File: config.mk
export PLATFORM = sky130hd
export DESIGN_NAME = act_stage
export DESIGN_NICKNAME = d
export VERILOG_FILES = /design/src/rtl/npu_pkg.sv /design/src/rtl/tanh.sv /design/src/rtl/act_stage.sv
export SDC_FILE = /design/constraint.sdc
export NUM_CORES = 2
export LEC_CHECK = 0
export BUFFER_PORTS_ARGS = -buffer_cell sky130_fd_sc_hd__buf_4
export CORE_MARGIN = 1
export CORE_UTILIZATION = 35
export CTS_CLUSTER_DIAMETER = 30
export DETAILED_ROUTE_END_ITERATION = 8
export GPL_ROUTABILITY_DRIVEN = 0
export HOLD_SLACK_MARGIN = 0.03
export PLACE_DENSITY_LB_ADDON = 0.12
export SLEW_MARGIN = 20
export SYNTH_ARGS = -nofsm -noshare
export SYNTH_HDL_FRONTEND = slang
export SYNTH_SLANG_ARGS = --single-unit
File: constraint.sdc
create_clock -name clk -period 13.4 [get_ports clk]
set_clock_uncertainty 0.05 [all_clocks]
set_input_delay 2.68 -clock clk [delete_from_list [all_inputs] [get_ports clk]]
set_output_delay 2.68 -clock clk [all_outputs]
set_load 0.02 [all_outputs]
File: src/rtl/npu_pkg.sv
// Shared NPU definitions: activation opcodes and the fixed-point unit constant.
package npu_pkg;

  typedef enum logic [1:0] {
    ACT_PASS    = 2'b00,
    ACT_RELU    = 2'b01,
    ACT_TANH    = 2'b10,
    ACT_SIGMOID = 2'b11
  } act_op_t;

  localparam int FX_OF  = 19;
  localparam int ONE_FX = 1 << FX_OF;

endpackage

File: src/rtl/tanh.sv
// Fixed-latency tanh approximation: sign(x) * (|x| - x^2/4) for |x| < 2, saturating to +/-1.0 beyond.
module tanh #(
  parameter int    DW          = 32,
  parameter int    OF          = 19,
  parameter int    LAT         = 3,
  parameter string RTL_DIR     = "rtl",
  parameter bit    TARGET_FPGA = 1'b0
) (
  input  logic          clk,
  input  logic          rst,
  input  logic [DW-1:0] x,
  output logic [DW-1:0] t
);

  localparam logic [DW-1:0] ONE = DW'(1) << OF;
  localparam logic [DW-1:0] TWO = DW'(2) << OF;
  // FPGA builds from a real source tree fold the clear into the flop's synchronous reset pin.
  localparam bit SYNC_CLR = TARGET_FPGA && (RTL_DIR != "");

  logic            neg;
  logic [DW-1:0]   ax;
  logic [2*DW-1:0] sq;
  logic [DW-1:0]   mag;
  logic [DW-1:0]   y;
  logic [DW-1:0]   pipe [LAT];

  // NOTE: every variable here is assigned on every path, so no latch is inferred.
  always_comb begin
    neg = x[DW-1];
    ax  = neg ? -x : x;
    sq  = {{DW{1'b0}}, ax} * {{DW{1'b0}}, ax};
    mag = (ax >= TWO) ? ONE : ax - DW'(sq >> (OF + 2));
    y   = neg ? -mag : mag;
  end

  if (SYNC_CLR) begin : g_sync_clr
    always_ff @(posedge clk) begin
      if (rst) begin
        for (int i = 0; i < LAT; i++) pipe[i] <= '0;
      end else begin
        pipe[0] <= y;
        for (int i = 1; i < LAT; i++) pipe[i] <= pipe[i-1];
      end
    end
  end else begin : g_async_clr
    // NOTE: state uses non-blocking assignments so every stage samples the pre-edge value.
    always_ff @(posedge clk or posedge rst) begin
      if (rst) begin
        for (int i = 0; i < LAT; i++) pipe[i] <= '0;
      end else begin
        pipe[0] <= y;
        for (int i = 1; i < LAT; i++) pipe[i] <= pipe[i-1];
      end
    end
  end

  assign t = pipe[LAT-1];

endmodule

File: src/rtl/act_stage.sv
// Activation stage: fixed-latency pass/relu/tanh/sigmoid pipeline feeding a credit-guarded FWFT FIFO.
module act_stage
  import npu_pkg::*;
#(
  parameter int    DW          = 32,
  parameter int    OF          = $clog2(ONE_FX),
  parameter int    DEPTH       = 8,
  parameter int    TANH_LAT    = 3,
  parameter string RTL_DIR     = "rtl",
  parameter bit    TARGET_FPGA = 1'b0
) (
  input  logic          clk,
  input  logic          rst,
  input  logic          in_valid,
  output logic          in_ready,
  input  logic [DW-1:0] in_data,
  input  logic [1:0]    in_op,
  output logic          out_valid,
  input  logic          out_ready,
  output logic [DW-1:0] out_data
);

  localparam int AW    = $clog2(DEPTH);
  localparam int CW    = $clog2(DEPTH + 1);
  localparam int OCC_W = $clog2(DEPTH + TANH_LAT + 3);
  localparam logic [DW-1:0] HALF = DW'(1) << (OF - 1);

  logic                accept;
  logic                push;
  logic                pop;
  logic                s0_valid;
  logic [DW-1:0]       s0_x;
  act_op_t             s0_op;
  logic [TANH_LAT-1:0] d_valid;
  logic [DW-1:0]       d_x  [TANH_LAT];
  act_op_t             d_op [TANH_LAT];
  logic                post_valid;
  logic [DW-1:0]       post_data;
  logic [DW-1:0]       post_next;
  logic [DW-1:0]       tanh_in;
  logic [DW-1:0]       tanh_out;
  logic [DW-1:0]       mem  [DEPTH];
  logic [AW-1:0]       wr_ptr;
  logic [AW-1:0]       rd_ptr;
  logic [CW-1:0]       count;
  logic [OCC_W-1:0]    occupancy;

  assign accept    = in_valid && in_ready;
  assign push      = post_valid;
  assign pop       = out_valid && out_ready;
  assign out_valid = (count != '0);
  assign out_data  = out_valid ? mem[rd_ptr] : '0;

  // Credits cover every word already accepted, so a FIFO write can never meet a full FIFO.
  always_comb begin
    occupancy = OCC_W'(count) + OCC_W'(s0_valid) + OCC_W'(post_valid);
    for (int i = 0; i < TANH_LAT; i++) occupancy = occupancy + OCC_W'(d_valid[i]);
  end

  assign in_ready = occupancy < OCC_W'(DEPTH);

  always_comb begin
    tanh_in = s0_x;
    if (s0_op == ACT_SIGMOID) tanh_in = {s0_x[DW-1], s0_x[DW-1:1]};
  end

  always_comb begin
    post_next = d_x[TANH_LAT-1];
    case (d_op[TANH_LAT-1])
      ACT_RELU:    if (d_x[TANH_LAT-1][DW-1]) post_next = '0;
      ACT_TANH:    post_next = tanh_out;
      ACT_SIGMOID: post_next = {tanh_out[DW-1], tanh_out[DW-1:1]} + HALF;
      default:     ;
    endcase
  end

  tanh #(
    .DW          (DW),
    .OF          (OF),
    .LAT         (TANH_LAT),
    .RTL_DIR     (RTL_DIR),
    .TARGET_FPGA (TARGET_FPGA)
  ) u_tanh (
    .clk (clk),
    .rst (rst),
    .x   (tanh_in),
    .t   (tanh_out)
  );

  always_ff @(posedge clk or posedge rst) begin
    if (rst) begin
      s0_valid   <= 1'b0;
      d_valid    <= '0;
      post_valid <= 1'b0;
      wr_ptr     <= '0;
      rd_ptr     <= '0;
      count      <= '0;
    end else begin
      s0_valid <= accept;
      d_valid[0] <= s0_valid;
      for (int i = 1; i < TANH_LAT; i++) d_valid[i] <= d_valid[i-1];
      post_valid <= d_valid[TANH_LAT-1];
      if (push) wr_ptr <= wr_ptr + AW'(1);
      if (pop)  rd_ptr <= rd_ptr + AW'(1);
      case ({push, pop})
        2'b10:   count <= count + CW'(1);
        2'b01:   count <= count - CW'(1);
        default: ;
      endcase
    end
  end

  // NOTE: payload and FIFO storage carry no reset; the valid bits and count decide what is live.
  always_ff @(posedge clk) begin
    if (accept) begin
      s0_x  <= in_data;
      s0_op <= act_op_t'(in_op);
    end
    d_x[0]  <= s0_x;
    d_op[0] <= s0_op;
    for (int i = 1; i < TANH_LAT; i++) begin
      d_x[i]  <= d_x[i-1];
      d_op[i] <= d_op[i-1];
    end
    post_data <= post_next;
    if (push) mem[wr_ptr] <= post_data;
  end

endmodule

==> results.md <==
| Parameter | This run |
| --- | --- |
| Post-detailed-routing wire length | 139 mm |
| Clock latency reported for the late side of the worst-skew pair | 0.62 ns |
| Pin count of the biggest net entering global routing | 58 |
| Final cell utilization of the core | 40.3% |
| Synth warnings | 0 |
| Area grow syn2layout | 13.6% |
| Hold path endpoint | d_x[0][54] |
| Overall track demand over capacity in global routing | 21.0% |
| Wire length of the first global-routing pass | 211 mm |
| Share of the synthesized area in the top cell type | 32.5% |
| Total number of placement rows | 133 |
| Placed Instances | 6132 |
| # diodes | 0 |
| Max-slew violation count | 0 |
| Remaining global-route overflow | 0 |
| Die area | 135000 um^2 |
| Number of buffers on the longest clock path | 3 |
| Number of global-route vias before repair | 33168 |
| CTS tree | built |
| Register-to-Register Setup Slack | 0.58 ns |
| Post-synth EDFFs | 290 |
| Ratio of cells with drive above 1 in the final layout | 11.9% |
| Min-delay src | d_x[0][22] |
| Yosys top cell by area | fa_1 |
| Root Buffer | clkbuf_16 |
| Fmax | 0.0780 GHz |
| Final non-filler cell total | 6275 |
| Post-DP HPWL | 108 mm |
| Area of the mapped netlist | 46800 um^2 |
| Pre-Repair DR Iteration Count | 6 |
| Number of distinct library cells after synthesis | 86 |
| Proportion of synthesized flip-flops having asynchronous set or reset | 20.7% |
| Total I/O pin count | 72 |
| Path class of the lowest-slack min-delay path | flop to flop |
| Category of the critical setup timing path | flop to flop |
| Endpoint arrival time on the critical path | 13.34 ns |
| Crit path launch | s0_op[0] |
| Post-layout net count | 5511 |
| Die X | 368 um |
| H-tree lvl count | 3 |
| Reg-to-reg critical path endpoint | u_tanh.pipe[95] |
| Critical path buffers and inverters | 9 |
| Outcome | finished, final reports clean |
| Max_slew headroom | 21.7% |
| Port-buffer cells | 71 |
| Area of the placeable core | 132000 um^2 |
| Number of cells on the worst hold path | 0 |
| Floorplan die height | 368 um |
| Number of hold buffers added after CTS | 0 |
| Filler cell count | 12975 |
| Vias per cell | 4.90 |
| Clock Pin Slew Worst Setup and Hold Paths | 0.07 ns |
| Measured slew at the worst slew-check pin | 1.17 ns |
| Initial drt markers | 1976 |
| Sort of element at the end of the critical path | flop |
| Worst-path maximum fanout | 10 |
| Number of antenna violations at the first check in global routing | 1 |
| Final routed wire length divided by cell count | 22.2 um |
| Total clock buffers created by CTS | 73 |
| Max capacitance violation total | 0 |
| Final number of hold-violating endpoints | 0 |
| Startpoint of the worst-slack reg-to-reg timing path | s0_op[0] |
| Crit-path max cell delay | 0.58 ns |
| Top cells by area, synth | fa_1 32%, edfxtp_1 19%, inv_1 7.5% |
| Required time worst endpoint | 13.92 ns |
| FF-to-FF path depth | 51 |
| Share of the yosys chip area belonging to registers | 30.2% |
| Setup slack after placement | 0.0921 ns |
| Number of flip-flops and latches in the synthesized netlist | 535 |
| Worst path top cell family by delay | adder cells |
| Cell count after synthesis | 4305 |
| Average footprint of a synthesized cell | 10.9 um^2 |
| Final setup violating endpoints | 0 |
| Critical-path cell with the highest stage delay | fa_1 |
| Total number of vias | 30717 |
| Clock sinks | 535 |
| Final ANT Viol Nets | 0 |
| Minimum clock period after layout | 12.82 ns |
| DRC Markers | 0 |
| Primary FF master, synth | edfxtp_1 |
| Most frequent cell on the critical path | fa_1 |
| Fraction of the cycle the final worst path needs | 95.7% |
| Worst setup slack after layout | 0.577 ns |
| Initial standard-cell utilization of the core | 35.5% |
| Startpoint class of the critical path | flop |
-- cell usage in the layout, fill, tap and decap left out, types with 15 or more instances in the layout --
cell	count
dfxtp_1	134
mux4_2	64
or3_1	15
conb_1	16
a21o_1	36
nor3_1	46
buf_4	223
dfrtp_1	108
a21oi_1	99
xnor2_1	58
inv_1	929
nand3_1	33
ha_1	249
xor2_1	49
o22ai_1	47
fa_1	759
clkbuf_16	73
nand2b_1	24
edfxtp_1	290
and3_1	24
o21ai_0	89
o21a_1	22
and2_1	16
nor2_1	351
mux2i_1	42
nand2_1	362
-- flip-flops by register name, summed over array words and instances (netlist names), 3 cells and up --
name	count
d_valid	3
post_data	32
mem	256
rd_ptr	3
d_op	6
u_tanh.pipe	64
u_tanh.t	32
wr_ptr	3
s0_x	32
count	4
d_x	96
-- worst reg2reg max path: cells and delay by family, from the launching register on --
kind / cells / cell delay, ns
DFF: 1 / 0.44
AOI/OAI and AO/OA: 13 / 2.38
buffers and inverters: 9 / 0.94
adders and majority gates: 11 / 5.02
xor gates and xnor gates: 3 / 0.44
and+or+nand+nor: 14 / 3.29
muxes: 1 / 0.22
-- cell type report --
cell class,count,area (um^2),share of cell area (%)
multi-input cells,2677,29000,54.5
flip-flops and latches,535,14200,26.6
inverters,945,3560,6.68
well taps,1755,2200,4.13
clock buffers,80,1870,3.52
repair buffers,228,1750,3.28
clock inverters,55,693,1.30
-- metal layers --
metal,up-vias,wire length [um],GRT usage (%)
met5,-,10,0
met4,2,3710,5.82
met3,173,6490,2.66
met2,776,70000,36.3
met1,15821,59100,27.6
li1,13945,-,-
-- synthesized netlist by cell type (50+ instances only) --
| cell type | number |
|---|---|
| a21oi_1 | 111 |
| clkbuf_1 | 132 |
| dfrtp_1 | 111 |
| dfxtp_1 | 134 |
| edfxtp_1 | 290 |
| fa_1 | 760 |
| ha_1 | 253 |
| inv_1 | 931 |
| mux4_2 | 64 |
| nand2_1 | 364 |
| nor2_1 | 363 |
| nor3_1 | 51 |
| o21ai_0 | 97 |
| xnor2_1 | 62 |
| xor2_1 | 50 |
-- logic make-up after synthesis --
kind of cell             count (synthesis)  share of synthesized area [%]
buffers and inverters                 1107                           8.90
adder cells (fa/ha/maj)               1013                           39.2
AND/OR/NAND/NOR                        979                           9.26
flip-flops                             535                           30.2
AO/OA/AOI/OAI                          444                           6.10
multiplexers                           113                           4.14
XOR/XNOR                               112                           2.09
other                                    2                         0.0160
-- what timing repair did --
item	CTS	global route
hold endpoints to repair	0	0
setup buffers	0	8
gates resized for setup	0	73
setup endpoints to repair	0	18
-- worst max-delay path by stage --
stage	to	slack, ns	depth (start not counted)
CTS	u_tanh.pipe[94]	0.05	51
global placement	u_tanh.pipe[92]	0.22	51
finish	u_tanh.pipe[95]	0.58	51
global route	u_tanh.pipe[95]	-0.07	53
floorplan	u_tanh.pipe[94]	0.11	56
detailed placement	u_tanh.pipe[92]	0.09	51
-- per-stage QoR --
step | cell area, um^2 | hold WS (ns) | TNS (ns)
floorplan | 46900 | 0.260 | 0
CTS | 52900 | 0.245 | 0
global placement | 50300 | 0.260 | 0
finish | 53200 | 0.240 | 0
detailed placement | 50300 | 0.262 | 0
global route | 53200 | 0.254 | -0.0715
Power is left out: the tool's default activity adds up to more than one toggle a clock period on the data nets, which glitch-free logic cannot reach.
